[src/rtl/counter_trig_pkg.sv]
// Shared types and helpers for the trigger-vector decoder and its bench.
package counter_trig_pkg;

    typedef enum logic {
        SEARCH = 1'b0,
        LOCKED = 1'b1
    } trig_dec_state_e;

    localparam int unsigned ERRCNT_W = 8;

    // Trigger rule of the upstream counter: bits that fell 1->0. Widths up to 32.
    function automatic logic [31:0] trig_expected(input logic [31:0] prev, input logic [31:0] cur);
        return prev & ~cur;
    endfunction

endpackage

[src/rtl/counter_trig_decoder_if.sv]
// Trigger bus between an upstream counter (master) and the decoder (slave).
// err_cnt exists only when COUNTER_TRIG_DECODER_ERRCNT_EN is defined.
interface counter_trig_decoder_if #(
    parameter int unsigned WIDTH = 4
);
    import counter_trig_pkg::*;

    logic             n_en;
    logic [WIDTH-1:0] trig_in;
    logic [WIDTH-1:0] count;
    logic             locked;
    logic             err;
`ifdef COUNTER_TRIG_DECODER_ERRCNT_EN
    logic [ERRCNT_W-1:0] err_cnt;

    modport master (output n_en, trig_in, input count, locked, err, err_cnt);
    modport slave  (input n_en, trig_in, output count, locked, err, err_cnt);
`else
    modport master (output n_en, trig_in, input count, locked, err);
    modport slave  (input n_en, trig_in, output count, locked, err);
`endif

endinterface

[src/rtl/trig_err_counter.sv]
// Saturating event counter for decoder mismatch pulses.
// Compiled only when COUNTER_TRIG_DECODER_ERRCNT_EN is defined.
`ifdef COUNTER_TRIG_DECODER_ERRCNT_EN
module trig_err_counter #(
    parameter int unsigned W = 8
) (
    input  logic         clk,
    input  logic         rst,
    input  logic         inc,
    output logic [W-1:0] cnt
);

    logic [W-1:0] cnt_q;

    always_ff @(posedge clk) begin
        if (rst) begin
            cnt_q <= '0;
        end else if (inc && (cnt_q != '1)) begin
            cnt_q <= cnt_q + W'(1);
        end
    end

    assign cnt = cnt_q;

endmodule
`endif

[src/rtl/counter_trig_decoder.sv]
// Rebuilds a shadow count from an upstream counter's carry-out triggers and flags loss of sync.
// Optional saturating error counter under COUNTER_TRIG_DECODER_ERRCNT_EN.
module counter_trig_decoder
    import counter_trig_pkg::*;
#(
    parameter int unsigned WIDTH = 4
) (
    input  logic                   clk,
    input  logic                   rst,
    counter_trig_decoder_if.slave  bus
);

    trig_dec_state_e  state, next_state;
    logic [WIDTH-1:0] count_q, count_d;
    logic [WIDTH-1:0] prev_q, prev_d;
    logic [WIDTH-1:0] expected;
    logic             locked_q;
    logic             err_q, err_d;

    always_comb begin
        next_state = state;
        count_d    = count_q;
        prev_d     = prev_q;
        err_d      = 1'b0;
        expected   = WIDTH'(trig_expected(32'(prev_q), 32'(count_q)));

        unique case (state)
            SEARCH: begin
                // A full wrap means upstream is at 0; prev is seeded to that 0 so the
                // first locked comparison sees the 0->next step correctly.
                if (bus.trig_in == '1) begin
                    next_state = LOCKED;
                    count_d    = bus.n_en ? '0 : WIDTH'(1);
                    prev_d     = '0;
                end
            end
            LOCKED: begin
                if (bus.trig_in != expected) begin
                    next_state = SEARCH;
                    err_d      = 1'b1;
                end else begin
                    prev_d = count_q;
                    if (!bus.n_en) begin
                        count_d = count_q + WIDTH'(1);
                    end
                end
            end
            default: next_state = SEARCH;
        endcase
    end

    always_ff @(posedge clk) begin
        if (rst) begin
            state    <= SEARCH;
            count_q  <= '0;
            prev_q   <= '0;
            locked_q <= 1'b0;
            err_q    <= 1'b0;
        end else begin
            state    <= next_state;
            count_q  <= count_d;
            prev_q   <= prev_d;
            locked_q <= (next_state == LOCKED);
            err_q    <= err_d;
        end
    end

    assign bus.count  = count_q;
    assign bus.locked = locked_q;
    assign bus.err    = err_q;

`ifdef COUNTER_TRIG_DECODER_ERRCNT_EN
    // Fed from err_d so err_cnt steps on the same edge that raises err.
    trig_err_counter #(
        .W (ERRCNT_W)
    ) u_err_counter (
        .clk (clk),
        .rst (rst),
        .inc (err_d),
        .cnt (bus.err_cnt)
    );
`endif

endmodule

[src/flat_wrapper.sv]
// flat-port wrapper written by rule: the top's interface ports become plain ports
module counter_trig_decoder_flat import counter_trig_pkg::*;
#(
    parameter int unsigned WIDTH = 4
)
  (clk, rst, bus_n_en, bus_trig_in, bus_count, bus_locked, bus_err);
  counter_trig_decoder_if #(.WIDTH(WIDTH)) bus_i ();
  input  logic clk;
  input  logic rst;
  input wire logic [$bits(bus_i.n_en)-1:0] bus_n_en;
  input wire logic [$bits(bus_i.trig_in)-1:0] bus_trig_in;
  output wire logic [$bits(bus_i.count)-1:0] bus_count;
  output wire logic [$bits(bus_i.locked)-1:0] bus_locked;
  output wire logic [$bits(bus_i.err)-1:0] bus_err;
  assign bus_i.n_en = bus_n_en;
  assign bus_i.trig_in = bus_trig_in;
  assign bus_count = bus_i.count;
  assign bus_locked = bus_i.locked;
  assign bus_err = bus_i.err;
  counter_trig_decoder #(.WIDTH(WIDTH)) u_core (.clk(clk), .rst(rst), .bus(bus_i));
endmodule
[config.mk]
export PLATFORM = sky130hd
export DESIGN_NAME = counter_trig_decoder_flat
export DESIGN_NICKNAME = d
export VERILOG_FILES = /design/src/rtl/counter_trig_pkg.sv /design/src/rtl/counter_trig_decoder_if.sv /design/src/rtl/trig_err_counter.sv /design/src/rtl/counter_trig_decoder.sv /design/src/flat_wrapper.sv
export SDC_FILE = /design/constraint.sdc
export NUM_CORES = 1
export LEC_CHECK = 0
export ABC_AREA = 1
export CORE_AREA = 3 3 40 42
export DETAILED_ROUTE_END_ITERATION = 16
export DIE_AREA = 0 0 43 45
export DONT_BUFFER_PORTS = 1
export GPL_TIMING_DRIVEN = 0
export PLACE_DENSITY = 0.67
export SLEW_MARGIN = 20
export SYNTH_ARGS = -nofsm -noshare
export SYNTH_HDL_FRONTEND = slang
export SYNTH_SLANG_ARGS = --single-unit
[constraint.sdc]
create_clock -name clk -period 1.07 [get_ports clk]
set_input_delay 0.2675 -clock clk [delete_from_list [all_inputs] [get_ports clk]]
set_output_delay 0.2675 -clock clk [all_outputs]
set_load 0.1 [all_outputs]
Word-level counts from Yosys, hierarchy flattened
Index checks and enable logic that the tools add are counted.
{"block": "word_totals", "output_inout_bits": 6, "rom_bits": 0, "ramBits": 0, "wordCells": 28, "memories": 0, "input_bits": 7, "latch_bits": 0, "register_bits": 10}
{"block": "op_classes", "reduce_logical": 3, "multipliers": 0, "muxes": 12, "bitwise_logic": 3, "n_addsub": 1, "n_shift": 0, "magnitude_cmp": 0, "n_div": 0, "eq_ne": 5}
{"operator": "4-bit 2-to-1 mux", "n": 5}
{"operator": "4-bit case mux with 2 select lines", "n": 2}
{"operator": "4-bit by 1-bit adder with 4-bit output, second input constant", "n": 1}
{"operator": "4-bit bitwise AND", "n": 1}
{"operator": "4-bit equality test, second input constant", "n": 1}
{"operator": "1-bit 2-to-1 mux", "n": 4}
{"operator": "2-bit inequality test, second input constant", "n": 2}
{"operator": "4-bit inequality test", "n": 1}
{"operator": "4-bit NOT", "n": 1}
{"operator": "3-bit AND reduction", "n": 1}
{"operator": "2-bit by 1-bit inequality test with 1-bit output, second input constant", "n": 1}
{"operator": "1-bit case mux with 2 select lines", "n": 1}
{"operator": "2-bit AND reduction", "n": 1}
{"operator": "2-bit OR reduction", "n": 1}
{"operator": "1-bit NOT", "n": 1}

Longest topological paths before layout
Gate-level depths: netlist of run 1.
{"block": "depth", "depth_word": 5, "mapped_depth": 11, "depth_no_buf": 11}

Worst setup path before layout of run 1
Ideal clock, no wire load.
{"block": "synth_timing", "path_type": "reg2reg", "start": "register u_core.count_q[0] (netlist: u_core.bus.count[0])", "end": "register u_core.count_q[0] (netlist: u_core.bus.count[0])", "setup_ps": 119, "path_stages_with_launch": 10, "path_slack_ps": -800, "path_buffers": 0, "arrival_time_ps": 1751, "t_required_ps": 951, "cell_sequence": "dfxtp_1 -> inv_2 -> nand3_2 -> nand2_2 -> nor2_4 -> nand2_4 -> nand2_8 -> nand3_1 -> nand3_1 -> nand2_1"}
{"block": "synth_via", "elab_chain_len": 5, "elab_cells_between_ends": 9, "classes_between": "add/sub: 1; eq/ne: 2; mux: 3; bitwise: 2; reduce/logical: 1"}
{"item": "from (decl)", "line_no": "counter_trig_decoder.sv:14", "source": "logic [WIDTH-1:0] count_q, count_d;"}
{"item": "from (signal assigned)", "line_no": "counter_trig_decoder.sv:61", "source": "count_q <= count_d;"}
{"item": "parallel branches: the longest is 5 deep, another holds 4-bit by 1-bit adder with 4-bit output"}
Parallel ways; which one is timed is not known. The select of a mux whose other input is x is not followed.
A chain may end at the register's enable or synchronous reset.

Worst setup path in the final report of run 1
{"block": "layout_timing", "start": "register u_core.count_q[3] (netlist: u_core.bus.count[3])", "end": "register u_core.count_q[1] (netlist: u_core.bus.count[1])"}
{"block": "layout_via", "elab_chain_len": 5}
{"item": "4-bit NOT", "line_no": "counter_trig_pkg.sv:13", "source": "return prev & ~cur;"}
{"item": "4-bit bitwise AND", "line_no": "counter_trig_pkg.sv:13"}
{"item": "4-bit inequality test", "line_no": "counter_trig_decoder.sv:38", "source": "if (bus.trig_in != expected) begin"}
{"item": "2-bit inequality test (no source line)"}
{"item": "3-bit AND reduction (no source line)"}
Every way passes these cells.

==> reports/summary.log, run 1 <==
INFO  global_routing grtUsageTotal=15.0%
INFO  global_routing pin_count_of_the_biggest_net_entering_global_routing=11
INFO  clocking       clk_pin_slew=70ps
INFO  pwr            p_clk_share=38.6%
INFO  timing         finalClockSkew=2.95ps
INFO  synthesis      synth_area=608um^2
INFO  placement      dp_hpwl=969um
INFO  clocking       cts_tree=yes
INFO  job            max_cap_violations=0
INFO  detailed_routing dr.first_iter.drc_count=12
INFO  timing         final_min_period_over_clock_period=133%
INFO  worst_setup_path path_delay_family=simple AND/OR/NAND/NOR gates
INFO  detailed_routing detailroute.via_count=572
INFO  detailed_routing wl_per_cell=11.4um
INFO  final_layout   fin_nets=100
INFO  floorplanning  ios=13
INFO  worst_setup_path setup.worst_path.start_class=flip-flop
INFO  worst_setup_path slowest_delay=560ps
INFO  pwr            sequentialPowerShare=50.5%
INFO  clocking       cts_htree_levels=1
INFO  placement      buffer_ports.inserted=0
INFO  synthesis      seq_area_frac_synth=32.9%
INFO  final_layout   post_route_cells_drive_above_1_share=37.4%
INFO  timing         period_minus_slack=1430ps
INFO  timing         number_of_pins_with_negative_max_slew_slack_in_the_final_report=0
INFO  detailed_routing post_route_antenna_net_violation_count=0
INFO  pwr            switching_share=29.6%
INFO  timing         timing.slew.headroom=75.3%
INFO  synthesis      netlist_instances=86
INFO  synthesis      yosysWarningCount=0
INFO  final_layout   filler_cell_count=127
INFO  timing         worst_pin_slew=370ps
INFO  timing         setup_viol=15
INFO  outcome        run_status=finished, violations left
INFO  floorplanning  rows=13
INFO  detailed_routing drc=0
INFO  synthesis      syn_area_per_cell=7.07um^2
INFO  timing         hold_viol_final=0
INFO  timing         clock.fmax=701MHz
INFO  pwr            design_power_total=0.000876W
INFO  pwr            combinationalPowerShare=11.0%
INFO  clocking       cts.path.max_buffers=2
INFO  clocking       cts-root-buf=sky130_fd_sc_hd__clkbuf_4
INFO  global_routing first_global_vias=543
INFO  synthesis      syn_nets=94
INFO  worst_setup_path cp-end-kind=flip-flop
INFO  global_routing wire_length_of_the_first_global_routing_pass=2150um
INFO  global_routing initial_antenna_violation_count=0
INFO  final_layout   final_common_cell=sky130_fd_sc_hd__nand2_1
INFO  worst_setup_path worst-path-max-fanout=8
INFO  pwr            p_int=0.000616W
INFO  worst_setup_path worstPathArrival=1590ps
INFO  pwr            switching_power=0.000260W
INFO  timing         whs=51.2ps
INFO  clocking       insertion_delay=270ps
INFO  clocking       cts-hold-fix-buffers=0
INFO  worst_setup_path worstSetupPathType=flip-flop to flip-flop
INFO  synthesis      synth_cell_type_count=19
INFO  pwr            max-vdd-ir-drop=0.000618V
INFO  placement      place.gp.congestion=0.878
INFO  final_layout   area_delta_synth_final=20.8%
INFO  timing         worst_slack=-357ps
INFO  floorplanning  total_die_area=1940um^2
INFO  hold_path      hold_removal_path_class=input port to flip-flop
INFO  floorplanning  die_h=45um
INFO  detailed_routing drt_pre_antenna_iters=4
INFO  detailed_routing via_per_inst=5.40
INFO  placement      detailedPlace.worstSlack=-380ps
INFO  pwr            power.density=1190nW/um^2
INFO  outcome        violations=setup timing
INFO  final_layout   mostFrequentLayoutCells=sky130_fd_sc_hd__nand2_1, sky130_fd_sc_hd__a21oi_1
INFO  detailed_routing routed_wl=1210um
INFO  placement      post_dp_cell_area=659um^2
INFO  worst_setup_path critical_path_buf_inv_count=1
INFO  clocking       cts_sinks=10
INFO  synthesis      synth.ff_latch_count=10
INFO  worst_setup_path critPathRequiredTime=1240ps
INFO  timing         rsz0062_at_grt=true
INFO  floorplanning  die_width=43um
INFO  pwr            leakage_power_figure=0.299nW
INFO  global_routing global_route_overflow=0
INFO  worst_setup_path cp_cell_sequence=inv_4 -> nand3b_1 -> nand2_2 -> nor2_4 -> nand2_4 -> nand2_8 -> nand3_2 -> nor2_2 -> nor2_1
INFO  worst_setup_path critical-path-slowest-cell=sky130_fd_sc_hd__dfxtp_4
INFO  clocking       cts_inserted_buffers=3
INFO  final_layout   insertedDiodeCount=0
INFO  floorplanning  placeableCoreArea=1280um^2
INFO  floorplanning  initial_core_util=47.3%
INFO  final_layout   final_area=734um^2
INFO  final_layout   utilization=57.2%
-- power groups by stage --
stage	registers [W]	clock network [W]	logic, W
3_3_place_gp	0.000451	0	0.0000854
2_1_floorplan	0.000447	0	0.0000759
4_1_cts	0.000441	0.000348	0.0000906
6_report	0.000442	0.000338	0.0000961
5_1_grt	0.000444	0.000363	0.000108
3_5_place_dp	0.000451	0	0.0000872
-- layout make-up --
type	count	area, um^2	share of cell area, %
well taps	15	18.8	2.56
repair buffers	1	7.51	1.02
plain buffers	1	5.00	0.681
clock buffers	4	36.3	4.94
flip-flops and latches	10	223	30.3
multi-input cells	65	397	54.0
inverters	10	47.5	6.47
-- registers in the layout, indices dropped and copies added (netlist names) --
register / flops
u_core.prev_q: 4
u_core.bus.locked: 1
u_core.bus.count: 4
u_core.bus.err: 1
-- repair_timing --
action	4_1_cts	5_1_grt
setup buffers	1	0
pin swaps	3	1
resized for setup	3	7
setup endpoints to repair	16	16
-- worst paths after layout --
path                                    startpoint                          endpoint  slack [ps]  cells past startpoint
hold / removal                                 rst         u_core.bus.err$_SDFF_PP0_          50                      1
hold reg to reg      u_core.prev_q[3]$_SDFFE_PP0P_     u_core.prev_q[3]$_SDFFE_PP0P_         470                      2
setup reg to reg  u_core.bus.count[3]$_SDFFE_PP0P_  u_core.bus.count[1]$_SDFFE_PP0P_        -360                      9
setup / recovery  u_core.bus.count[3]$_SDFFE_PP0P_  u_core.bus.count[1]$_SDFFE_PP0P_        -360                      9
-- through the flow --
stage,std cells,setup TNS (ps)
6_report,106,-3280
3_3_place_gp,101,-3240
2_1_floorplan,86,-2320
3_5_place_dp,101,-3340
4_1_cts,106,-3390
5_1_grt,106,-4280
-- Yosys cell counts --
master                     instances  share of area [%]
sky130_fd_sc_hd__nand2_8           1                3.3
sky130_fd_sc_hd__nor2_4            3                5.6
sky130_fd_sc_hd__inv_2             4                2.5
sky130_fd_sc_hd__buf_2             1               0.82
sky130_fd_sc_hd__nand2_2           2                2.1
sky130_fd_sc_hd__nand3b_2          1                1.9
sky130_fd_sc_hd__ha_1              1                2.1
sky130_fd_sc_hd__nor2_1            7                4.3
sky130_fd_sc_hd__dfxtp_1          10                 33
sky130_fd_sc_hd__nand3b_1          1                1.2
sky130_fd_sc_hd__nand2_1          23                 14
sky130_fd_sc_hd__o21ai_0           2                1.6
sky130_fd_sc_hd__a21oi_1           7                5.8
sky130_fd_sc_hd__nand4_1           5                5.1
sky130_fd_sc_hd__or2_2             1                1.0
sky130_fd_sc_hd__nand3_1           8                6.6
sky130_fd_sc_hd__nand3_2           1                1.6
sky130_fd_sc_hd__inv_1             6                3.7
sky130_fd_sc_hd__nand2_4           2                3.7
-- per-layer routing --
layer / up-vias / share of wire [%] / global-route usage (%)
li1: 292 / - / -
met1: 258 / 40 / 15.7
met2: 17 / 49 / 25.7
met3: 5 / 8.4 / 4.38
met4: 0 / 2.6 / 10.8
met5: - / 0 / 0
-- cell families after synthesis --
kind of cell | synth area share [%]
buffers and inverters | 6.99
AND/OR/NAND/NOR | 50.6
flip-flops | 32.9
AO/OA/AOI/OAI | 7.41
adder cells (fa/ha/maj) | 2.06
Power figures use the tool's default switching activity.
==> run 2, diff against run 1 <==
--- a/config.mk
+++ b/config.mk
@@ -7,6 +7,7 @@
 export LEC_CHECK = 0
 export ABC_AREA = 1
 export CORE_AREA = 3 3 40 42
+export CTS_CLUSTER_SIZE = 16
 export DETAILED_ROUTE_END_ITERATION = 16
 export DIE_AREA = 0 0 43 45
 export DONT_BUFFER_PORTS = 1
==> results of run 2 <==
The final DEF is identical to that of run 1; final timing and power are the same.
==> run 3, diff against run 2 <==
==> constraint.sdc (replaced) <==
create_clock -name clk -period 1.07 [get_ports clk]
set_input_delay 0.214 -clock clk [delete_from_list [all_inputs] [get_ports clk]]
set_output_delay 0.214 -clock clk [all_outputs]
set_load 0.1 [all_outputs]
==> run 3 against run 2 <==
Effect of this change: the flow finishes with violations (hold timing, setup timing); cell count unchanged; utilization is the same; sequential power about the same; clock power about the same; cell area unchanged; flip-flop and latch count unchanged; via count unchanged; sequential share of layout area unchanged; critical endpoint unchanged; largest cell class unchanged.
==> reports/summary.log, run 3 (synthesized netlist as in run 1, its figures left out) <==
INFO  timing         rsz0062_at_grt=true
INFO  placement      place.gp.congestion=0.878 [unchanged]
INFO  worst_setup_path rr_worst_depth=9 [unchanged]
INFO  final_layout   post_route_cells_drive_above_1_share=37.4% [unchanged]
INFO  clocking       cts_tree=yes
INFO  detailed_routing via_per_inst=5.40 [unchanged]
INFO  timing         worst_pin_slew=370ps [unchanged]
INFO  placement      buffer_ports.inserted=0 [unchanged]
INFO  final_layout   seq_area=223um^2 [unchanged]
INFO  hold_path      hold_start=rst
INFO  timing         clock.fmax=701MHz [unchanged]
INFO  job            max_cap_violations=0 [unchanged]
INFO  worst_setup_path critical-path-slowest-cell=sky130_fd_sc_hd__dfxtp_4
INFO  detailed_routing post_route_antenna_net_violation_count=0 [unchanged]
INFO  final_layout   fin_nets=100 [unchanged]
INFO  final_layout   final_common_cell=sky130_fd_sc_hd__nand2_1
INFO  worst_setup_path slack_of_the_worst_reg_to_reg_path=-360ps [about the same]
INFO  clocking       cts_inserted_buffers=3 [unchanged]
INFO  global_routing globalRoute.busiestLayer=met2
INFO  floorplanning  placeableCoreArea=1280um^2 [unchanged]
INFO  global_routing global_route_overflow=0 [unchanged]
INFO  global_routing wire_length_of_the_first_global_routing_pass=2150um [unchanged]
INFO  timing         setup_viol=11 [-4]
INFO  final_layout   final_area=734um^2 [unchanged]
INFO  detailed_routing drt_pre_antenna_iters=4 [unchanged]
INFO  timing         hold_viol_final=1 [+1]
INFO  pwr            design_power_total=0.000876W [unchanged]
INFO  worst_setup_path worstPathArrival=1590ps [about the same]
INFO  clocking       insertion_delay=270ps [about the same]
INFO  global_routing initial_antenna_violation_count=0 [unchanged]
INFO  floorplanning  die_h=45um [unchanged]
INFO  timing         number_of_pins_with_negative_max_slew_slack_in_the_final_report=0 [unchanged]
INFO  hold_path      holdPathEnd=u_core.bus.err$_SDFF_PP0_
INFO  detailed_routing wl_per_cell=11.4um [unchanged]
INFO  detailed_routing drc=0 [unchanged]
INFO  global_routing groute.layer.met3.usage=4.38% [unchanged]
INFO  placement      dp_hpwl=969um [unchanged]
INFO  worst_setup_path setup.worst_path.start_class=flip-flop
INFO  global_routing first_global_vias=545 [+0.37%]
INFO  global_routing grtUsageTotal=15.0% [unchanged]
INFO  floorplanning  ios=13 [unchanged]
INFO  floorplanning  rows=13 [unchanged]
INFO  worst_setup_path cp_cell_sequence=inv_4 -> nand3b_1 -> nand2_2 -> nor2_4 -> nand2_4 -> nand2_8 -> nand3_2 -> nor2_2 -> nor2_1
INFO  outcome        violations=hold timing, setup timing
INFO  pwr            leakage_power_figure=0.299nW [unchanged]
INFO  worst_setup_path timing.rr.end=u_core.bus.count[1]$_SDFFE_PP0P_
INFO  timing         finalClockSkew=2.95ps [unchanged]
INFO  timing         whs=-2.27ps [-53.5 ps]
INFO  pwr            max-vdd-ir-drop=0.000618V [unchanged]
INFO  floorplanning  die_width=43um [unchanged]
INFO  timing         worst_slack=-357ps [unchanged]
INFO  hold_path      hold_removal_path_class=input port to flip-flop
INFO  clocking       cts_htree_levels=1 [unchanged]
INFO  worst_setup_path worst-path-max-fanout=8 [unchanged]
INFO  placement      post_dp_cell_area=659um^2 [unchanged]
INFO  hold_path      holdPathStages=1 [unchanged]
INFO  worst_setup_path cp-end-kind=flip-flop
INFO  clocking       cts.path.max_buffers=2 [unchanged]
INFO  global_routing use_met1=15.7% [unchanged]
INFO  final_layout   insertedDiodeCount=0 [unchanged]
INFO  floorplanning  total_die_area=1940um^2 [unchanged]
INFO  worst_setup_path slowest_delay=560ps [about the same]
INFO  worst_setup_path reg_to_reg_start=u_core.bus.count[3]$_SDFFE_PP0P_
INFO  timing         period_minus_slack=1430ps [unchanged]
INFO  clocking       clk_pin_slew=70ps [about the same]
INFO  final_layout   mostFrequentLayoutCells=sky130_fd_sc_hd__nand2_1, sky130_fd_sc_hd__a21oi_1
INFO  detailed_routing dr.first_iter.drc_count=12 [unchanged]
INFO  clocking       cts-root-buf=sky130_fd_sc_hd__clkbuf_4
INFO  clocking       cts_sinks=10 [unchanged]
INFO  timing         timing.slew.headroom=75.3% [unchanged]
INFO  global_routing met2_usage=25.7% [unchanged]
INFO  final_layout   filler_cell_count=127 [unchanged]
INFO  timing         final_min_period_over_clock_period=133% [unchanged]
INFO  final_layout   multi_input_area=397um^2 [unchanged]
INFO  detailed_routing detailroute.via_count=572 [unchanged]
INFO  final_layout   area_delta_synth_final=20.8% [unchanged]
INFO  global_routing pin_count_of_the_biggest_net_entering_global_routing=11 [unchanged]
INFO  worst_setup_path critPathRequiredTime=1240ps [about the same]
INFO  floorplanning  initial_core_util=47.3% [unchanged]
INFO  detailed_routing routed_wl=1210um [unchanged]
INFO  worst_setup_path worstSetupPathType=flip-flop to flip-flop
INFO  outcome        run_status=finished, violations left
INFO  pwr            power.density=1190nW/um^2 [unchanged]
run 3: cell counts in the layout (fill, tap and decap cells not counted):
Identical to the previous run, type by type.
run 3: worst max path at each step:
stage	from	end	slack, ps
after floorplan	u_core.bus.count[3]$_SDFFE_PP0P_	u_core.bus.count[1]$_SDFFE_PP0P_	-270
after global placement	u_core.bus.count[3]$_SDFFE_PP0P_	u_core.bus.count[0]$_SDFFE_PP0P_	-370
after detailed placement	u_core.bus.count[3]$_SDFFE_PP0P_	u_core.bus.count[1]$_SDFFE_PP0P_	-380
after CTS	u_core.bus.count[0]$_SDFFE_PP0P_	u_core.bus.count[0]$_SDFFE_PP0P_	-370
after global routing	u_core.bus.count[3]$_SDFFE_PP0P_	u_core.bus.count[0]$_SDFFE_PP0P_	-460
final	u_core.bus.count[3]$_SDFFE_PP0P_	u_core.bus.count[1]$_SDFFE_PP0P_	-360
run 3: timing repair:
item	4_1_cts	5_1_grt
setup buffers	1	0
resized for setup	3	7
pin swaps	3	1
endpoints found under the hold margin	4	5
setup endpoints to repair	11	12
run 3: worst max-delay path, delay by kind of cell (launching register included):
kind                   cells  cell delay (ps)
buffers and inverters      1               50
flip-flops                 1              560
AND/OR/NAND/NOR            8              720
run 3: layout make-up:
type                            count  area share (%)
Sequential cell                    10            30.3
Tap cell                           15            2.56
Timing Repair Buffer                1            1.02
Buffer                              1           0.681
Multi-Input combinational cell     65            54.0
Clock buffer                        4            4.94
Inverter                           10            6.47
run 3: power breakdown:
part | switching (W) | internal, W
clock | 0.000131 | 0.000207
sequential | 0.0000706 | 0.000371
combinational | 0.0000580 | 0.0000381
total | 0.000260 | 0.000616
run 3: layer usage:
layer | routed length (um) | up-vias
li1 | - | 292
met5 | 0 | -
met2 | 586 | 17
met1 | 486 | 258
met4 | 31 | 0
met3 | 101 | 5
run 3: through the flow:
step                      setup TNS [ps]  util [%]  worst slack (ps)  std cells
after floorplan                    -2320         -              -269         86
after global placement             -3240      51.3              -369        101
after detailed placement           -3340      51.3              -380        101
after CTS                          -3210      55.3              -371        106
after global routing               -4050      57.2              -457        106
final                              -3110      57.2              -357        106
